**config.mk**
```make
export PLATFORM = sky130hd
export DESIGN_NAME = reg_cpu_master
export DESIGN_NICKNAME = d
export VERILOG_FILES = /design/src/rtl/reg_cpu_pkg.sv /design/src/rtl/reg_cpu_master.sv
export SDC_FILE = /design/constraint.sdc
export NUM_CORES = 1
export LEC_CHECK = 0
export CORE_ASPECT_RATIO = 1.75
export CORE_MARGIN = 5
export CORE_UTILIZATION = 60
export DETAILED_ROUTE_END_ITERATION = 10
export DONT_BUFFER_PORTS = 1
export GPL_TIMING_DRIVEN = 0
export PLACE_DENSITY = 0.76
export SLEW_MARGIN = 20
export SYNTH_ARGS = -nofsm -noshare
export SYNTH_HDL_FRONTEND = slang
export SYNTH_SLANG_ARGS = --single-unit
```
**constraint.sdc**
```tcl
create_clock -name clk -period 1.94 [get_ports clk]
set_input_delay 0.291 -clock clk [delete_from_list [all_inputs] [get_ports clk]]
set_output_delay 0.291 -clock clk [all_outputs]
set_load 0.01 [all_outputs]
```
**src/rtl/reg_cpu_pkg.sv**
```systemverilog
// Shared definitions for the register-bus master and its bench:
// the controller state encoding and the default ack timeout.
package reg_cpu_pkg;

    typedef enum logic [1:0] {
        IDLE   = 2'd0,
        ACCESS = 2'd1,
        RESP   = 2'd2
    } state_t;

    localparam int DEFAULT_TIMEOUT = 64;

endpackage

```
**src/rtl/reg_cpu_master.sv**
```systemverilog
// Single-outstanding command/response master for a simple cs/we/re register bus.
// Each transaction waits for wack or rdv, or ends with an error after TIMEOUT ack-low cycles.
module reg_cpu_master
    import reg_cpu_pkg::*;
#(
    parameter int TIMEOUT = DEFAULT_TIMEOUT
) (
    input  logic        clk,
    input  logic        rst,
    input  logic        cmd_valid,
    output logic        cmd_ready,
    input  logic        cmd_write,
    input  logic [31:2] cmd_addr,
    input  logic [31:0] cmd_wdata,
    output logic        rsp_valid,
    input  logic        rsp_ready,
    output logic [31:0] rsp_rdata,
    output logic        rsp_err,
    output logic        reg_cpu_cs,
    output logic [31:2] reg_cpu_addr,
    output logic [31:0] reg_cpu_data_wr,
    output logic        reg_cpu_we,
    output logic        reg_cpu_re,
    input  logic        reg_cpu_wack,
    input  logic        reg_cpu_rdv,
    input  logic [31:0] reg_cpu_data_rd
);

    localparam int CW = $clog2(TIMEOUT + 1);
    localparam logic [CW-1:0] LAST_WAIT = CW'(TIMEOUT - 1);

    state_t        state_q, state_d;
    logic          write_q, write_d;
    logic [31:2]   addr_q, addr_d;
    logic [31:0]   wdata_q, wdata_d;
    logic          cs_q, cs_d;
    logic          we_q, we_d;
    logic          re_q, re_d;
    logic [31:0]   rdata_q, rdata_d;
    logic          err_q, err_d;
    logic [CW-1:0] cnt_q, cnt_d;
    logic          ack;

    // Only the ack that matches the direction of the current access counts.
    assign ack = write_q ? reg_cpu_wack : reg_cpu_rdv;

    always_comb begin
        state_d = state_q;
        write_d = write_q;
        addr_d  = addr_q;
        wdata_d = wdata_q;
        cs_d    = cs_q;
        we_d    = we_q;
        re_d    = re_q;
        rdata_d = rdata_q;
        err_d   = err_q;
        cnt_d   = cnt_q;
        case (state_q)
            IDLE: begin
                if (cmd_valid) begin
                    state_d = ACCESS;
                    write_d = cmd_write;
                    addr_d  = cmd_addr;
                    wdata_d = cmd_wdata;
                    cs_d    = 1'b1;
                    we_d    = cmd_write;
                    re_d    = !cmd_write;
                    cnt_d   = '0;
                end
            end
            ACCESS: begin
                // An ack on the limit edge still wins over the timeout.
                if (ack) begin
                    state_d = RESP;
                    cs_d    = 1'b0;
                    we_d    = 1'b0;
                    re_d    = 1'b0;
                    rdata_d = write_q ? 32'd0 : reg_cpu_data_rd;
                    err_d   = 1'b0;
                end else if (cnt_q == LAST_WAIT) begin
                    state_d = RESP;
                    cs_d    = 1'b0;
                    we_d    = 1'b0;
                    re_d    = 1'b0;
                    rdata_d = 32'd0;
                    err_d   = 1'b1;
                end else begin
                    cnt_d = cnt_q + CW'(1);
                end
            end
            RESP: begin
                if (rsp_ready) begin
                    state_d = IDLE;
                end
            end
            default: begin
                state_d = IDLE;
                cs_d    = 1'b0;
                we_d    = 1'b0;
                re_d    = 1'b0;
            end
        endcase
    end

    always_ff @(posedge clk) begin
        if (rst) begin
            state_q <= IDLE;
            write_q <= 1'b0;
            addr_q  <= '0;
            wdata_q <= '0;
            cs_q    <= 1'b0;
            we_q    <= 1'b0;
            re_q    <= 1'b0;
            rdata_q <= '0;
            err_q   <= 1'b0;
            cnt_q   <= '0;
        end else begin
            state_q <= state_d;
            write_q <= write_d;
            addr_q  <= addr_d;
            wdata_q <= wdata_d;
            cs_q    <= cs_d;
            we_q    <= we_d;
            re_q    <= re_d;
            rdata_q <= rdata_d;
            err_q   <= err_d;
            cnt_q   <= cnt_d;
        end
    end

    assign cmd_ready       = (state_q == IDLE);
    assign rsp_valid       = (state_q == RESP);
    assign rsp_rdata       = rdata_q;
    assign rsp_err         = err_q;
    assign reg_cpu_cs      = cs_q;
    assign reg_cpu_we      = we_q;
    assign reg_cpu_re      = re_q;
    assign reg_cpu_addr    = addr_q;
    assign reg_cpu_data_wr = wdata_q;

endmodule

```
## Word-level counts from Yosys, hierarchy flattened

Cells that the tools add are included.

| word-level totals | value |
|---|---|
| logic and storage cells | 52 |
| input port bits | 101 |
| bits in registers | 108 |
| output and inout port bits | 100 |

| cells by class | value |
|---|---|
| bitwise operators | 1 |
| multiplexer cells | 23 |
| add/sub/neg operators | 1 |
| equal/unequal tests | 8 |
| reduce and logical (&&, ||, !) cells | 9 |

Operators by type and width:

| cell | number |
|---|---|
| $mux 32 | 3 |
| $mux 7 | 3 |
| $pmux 7 s2 | 1 |
| $pmux 1 s3 | 3 |
| $mux 1 | 8 |
| $mux 2 | 4 |
| $add 7x1->7 const B | 1 |
| $eq 7x6->1 const B | 1 |
| $ne 2x2->1 const B | 3 |
| $pmux 2 s3 | 1 |
| $reduce_and 3->1 | 2 |
| $reduce_and 2->1 | 2 |
| $reduce_and 4->1 | 1 |
| $reduce_bool 2->1 | 2 |
| $ne 3x3->1 const B | 1 |
| $eq 2x1->1 const B | 1 |
| $eq 2x2->1 const B | 1 |
| $logic_not 2->1 | 1 |
| $ne 2x1->1 const B | 1 |
| $logic_not 1->1 | 1 |
| $not 1->1 | 1 |

## Logic depth before layout (Yosys ltp)

| depth | value |
|---|---|
| depth in word-level cells | 4 |
| depth in mapped cells | 6 |
| depth with buffers taken out | 5 |

## Worst setup path before layout

Ideal clock, no wire load.

| timing | value |
|---|---|
| path type | reg2reg |
| start point | register cnt_q[0] |
| end point | register rdata_q[10], in the netlist rsp_rdata[10] |
| library setup time | 117 ps |
| path buffers | 1 |
| clock period less this slack | 1542 ps |
| slack | 398 ps |
| arrival | 1425 ps |
| cell stages (with the launch flop) | 7 |
| data required time | 1823 ps |
| path through | dfxtp_1 -> ha_1 -> nand4b_2 -> o21ai_4 -> and2_4 -> buf_4 -> o21ai_1 |

| on the way | value |
|---|---|
| cells in the longest elaborated chain, start to end | 3 |

Ends and longest elaborated chain:

| item | line | text |
|---|---|---|
| start, declared | reg_cpu_master.sv:41 | `logic [CW-1:0] cnt_q, cnt_d;` |
| start signal, assigned | reg_cpu_master.sv:127 | `cnt_q <= cnt_d;` |
| $eq 7x6->1 | reg_cpu_master.sv:80 | `end else if (cnt_q == LAST_WAIT) begin` |
| $reduce_bool 2->1 (no line) | -- |  |
| $reduce_and 2->1 (no line) | -- |  |
| end signal, assigned | reg_cpu_master.sv:125 | `rdata_q <= rdata_d;` |
| end, declared | reg_cpu_master.sv:39 | `logic [31:0] rdata_q, rdata_d;` |

No other way between the ends.
A chain may end at the register's enable or synchronous reset.

## Final worst setup path

| timing | value |
|---|---|
| start point | register cnt_q[0] |
| end point | register rdata_q[24], in the netlist rsp_rdata[24] |

Same word-level chain as after synthesis.

==> results.txt <==
Sequential share of the synthesized area - 52.8%
Crit. End Element - flip-flop
Worst-path fanout max - 10
NetSw - 1.16 mW
RSZ-0062 raised after global routing - false
Fin area - 4550 um2
Least-Margin Pin Slew - 0.536 ns
Sw Share - 24.2%
Post-Syn Nets - 593
Routability cong. - 0.791
Hold depth - 2
Core area - 6760 um2
Sequential power share - 51.4%
Relative slew slack - 64.2%
Critical path class - flip-flop to flip-flop
Maximum buffer depth of the clock tree - 2
Area leader, netlist - dfxtp_1
Io pins - 201
Antenna viol nets, final - 0
Max Fclk - 0.555 GHz
Layout cells sized above 1 - 8.41%
Main synth FF type - dfxtp_1
Final Hold Violating Endpoints - 0
HPWL Detailed - 7880 um
Via count of the first global-routing pass - 3433
Worst R2R Start - cnt_q[0]$_SDFFE_PP0P_
Final Cycle Share - 92.9%
Root Buffer - clkbuf_16
Chip height - 119 um
Final Routed Wirelength - 10400 um
CTS Sinks - 108
Area share of the largest cell type after synthesis - 52.8%
DRC viols - 0
Synth warn - 0
Type of origin of the critical path - flip-flop
Count leader, synth - nand2_1
CTS clk-pin slew, worst paths - 0.07 ns
Worst min-delay path startpoint - cmd_addr[21]
Nets - 608
Standard-cell rows - 40
# fillers - 576
Synth cell types - 36
Vias per cell - 5.73
EDFF count, synth - 0
# resized after CTS - 0
Commonest cells in the netlist - 131 x nand2_1, 108 x dfxtp_1, 68 x a21oi_1
Pwr Density - 1050 nW/um2
Die extent in x - 72.5 um
Overall global routing resource usage - 24.1%
Crit path DAT - 2.03 ns
Hold Path Class - input pin to flip-flop
ANT cells - 0
FF/Latch Area - 2160 um2
Die ar. - 8640 um2
Iteration-0 DRC Markers - 179
Clk pwr share - 40.3%
Hold_buf cts - 0
Required time of the critical path - 2.17 ns
Status - complete, no violations
Post-synthesis async set-or-reset flop share - 0%
Drt first pass iters - 5
Endpoint, Worst Hold - reg_cpu_addr[21]$_SDFFE_PP0P_
Wire per inst - 17.5 um
Clock skew - 0.00693 ns
Area Overhead vs Synth - 11.1%
Worst-case register-to-register setup slack - 0.14 ns
Placed cell areas - 4200 um2
Global-route wire length before repair - 16300 um
Worst-Skew Late Latency - 0.34 ns
R2R depth - 6
Multi-input gate area - 1750 um2
Final setup TNS - 0 ns
Mapped Avg Cell Area - 8.34 um2
Crit path time final - 1.80 ns
Mapped Area - 4100 um2
CTS tree - built
Synth Instances - 491
Max VDD drop - 0.000793 V
Pint - 3.63 mW
Via count - 3412
Max Slew Vio Count - 0
Post-CTS Setup Bufs - 0
Number of buffers created by CTS - 9
Top post-synthesis cells by area - dfxtp_1 53%, nand2_1 12%, a21oi_1 8.3%
Initial Util - 60.6%
Synthesis-stage register bit count - 108
IO buf count - 0
FF-to-FF End - rsp_rdata[24]$_SDFFE_PP0P_
Antenna violations before repair - 0
H-tree depth - 3
Largest net degree at the start of global routing - 17
Combinational Power Share - 8.3%
Grt ovf - 0
Max-Cap Viols - 0
Final setup fails - 0
Leak pwr - 1.67 nW
critical path, stage by stage, from the launching register on:
cell and delay [ns]:
dfxtp_1 0.41, ha_1 0.25, nand4b_2 0.28, o21ai_4 0.29, and2_4 0.20, buf_4 0.17, o21ai_1 0.09
sequential cells by signal (all words and copies together) (netlist names):
register / flops
cnt_q: 7
reg_cpu_addr: 30
write_q: 1
rsp_err: 1
state_q: 2
reg_cpu_cs: 1
reg_cpu_we: 1
rsp_rdata: 32
reg_cpu_re: 1
reg_cpu_data_wr: 32
placed cells by master (no fill, tap or decap), types with 2 or more instances in the layout:
cell type / synthesis / layout
a21boi_1: 2 / 2
buf_2: 14 / 14
inv_1: 3 / 3
nand4_1: 33 / 33
or3_1: 3 / 3
o21ai_0: 2 / 2
nor3_1: 4 / 4
a21oi_1: 68 / 68
o21ai_1: 34 / 34
buf_4: 4 / 7
and2_1: 2 / 2
bufinv_16: 0 / 2
nor2_1: 5 / 5
nand2_1: 131 / 131
nand3_1: 5 / 5
clkbuf_16: 0 / 9
nand2b_1: 33 / 33
dfxtp_1: 108 / 108
clkbuf_1: 21 / 23
cell families (layout without fill, tap and decap cells):
kind of cell             after synthesis  in the layout  synth area share, %
AO/OA/AOI/OAI                        116            117                 15.6
XOR/XNOR                               1              1                0.214
adder cells (fa/ha/maj)                1              1                0.305
buffers and inverters                 42             61                 4.64
flip-flops                           108            108                 52.8
multiplexers                           2              2                0.825
AND/OR/NAND/NOR                      221            221                 25.6
per-stage QoR:
| step | worst slack, ns | utilization, % | std cells | total power [mW] | hold WS (ns) |
|---|---|---|---|---|---|
| after floorplan | 0.398 | - | 491 | 2.79 | 0.423 |
| after global placement | 0.205 | 62.2 | 575 | 2.88 | 0.429 |
| after detailed placement | 0.153 | 62.2 | 575 | 2.90 | 0.434 |
| after CTS | 0.111 | 66.9 | 591 | 4.81 | 0.0664 |
| after global routing | 0.0153 | 67.4 | 595 | 4.98 | 0.0709 |
| final | 0.137 | 67.4 | 595 | 4.79 | 0.0753 |
final cells by class:
cell class,instances,area share (%)
plain buffers,39,3.93
clock buffers,12,5.42
clock inverters,4,1.59
inverters,3,0.247
multi-input cells,342,38.5
flip-flops and latches,108,47.5
well taps,84,2.31
repair buffers,3,0.495
power by group through the flow:
| stage | combinational (mW) | clock (mW) | sequential [mW] |
|---|---|---|---|
| after floorplan | 0.307 | 0 | 2.48 |
| after global placement | 0.375 | 0 | 2.51 |
| after detailed placement | 0.388 | 0 | 2.51 |
| after CTS | 0.389 | 1.96 | 2.46 |
| after global routing | 0.456 | 2.06 | 2.47 |
| final | 0.397 | 1.93 | 2.46 |
metal layers:
layer,routed length (um),GRT usage (%)
met3,1170,9.38
met4,261,12.2
met5,0,0
met2,5450,42.4
met1,3510,23.6
worst max path at each step:
| stage | from | end | slack (ns) |
|---|---|---|---|
| final | cnt_q[0]$_SDFFE_PP0P_ | rsp_rdata[24]$_SDFFE_PP0P_ | 0.14 |
| after global routing | cnt_q[0]$_SDFFE_PP0P_ | rsp_rdata[16]$_SDFFE_PP0P_ | 0.02 |
| after CTS | cnt_q[0]$_SDFFE_PP0P_ | rsp_rdata[8]$_SDFFE_PP0P_ | 0.11 |
| after detailed placement | cnt_q[0]$_SDFFE_PP0P_ | rsp_rdata[8]$_SDFFE_PP0P_ | 0.15 |
| after global placement | cnt_q[0]$_SDFFE_PP0P_ | rsp_rdata[16]$_SDFFE_PP0P_ | 0.21 |
| after floorplan | cnt_q[0]$_SDFFE_PP0P_ | rsp_rdata[10]$_SDFFE_PP0P_ | 0.40 |
(Power assumes the default switching activity.)
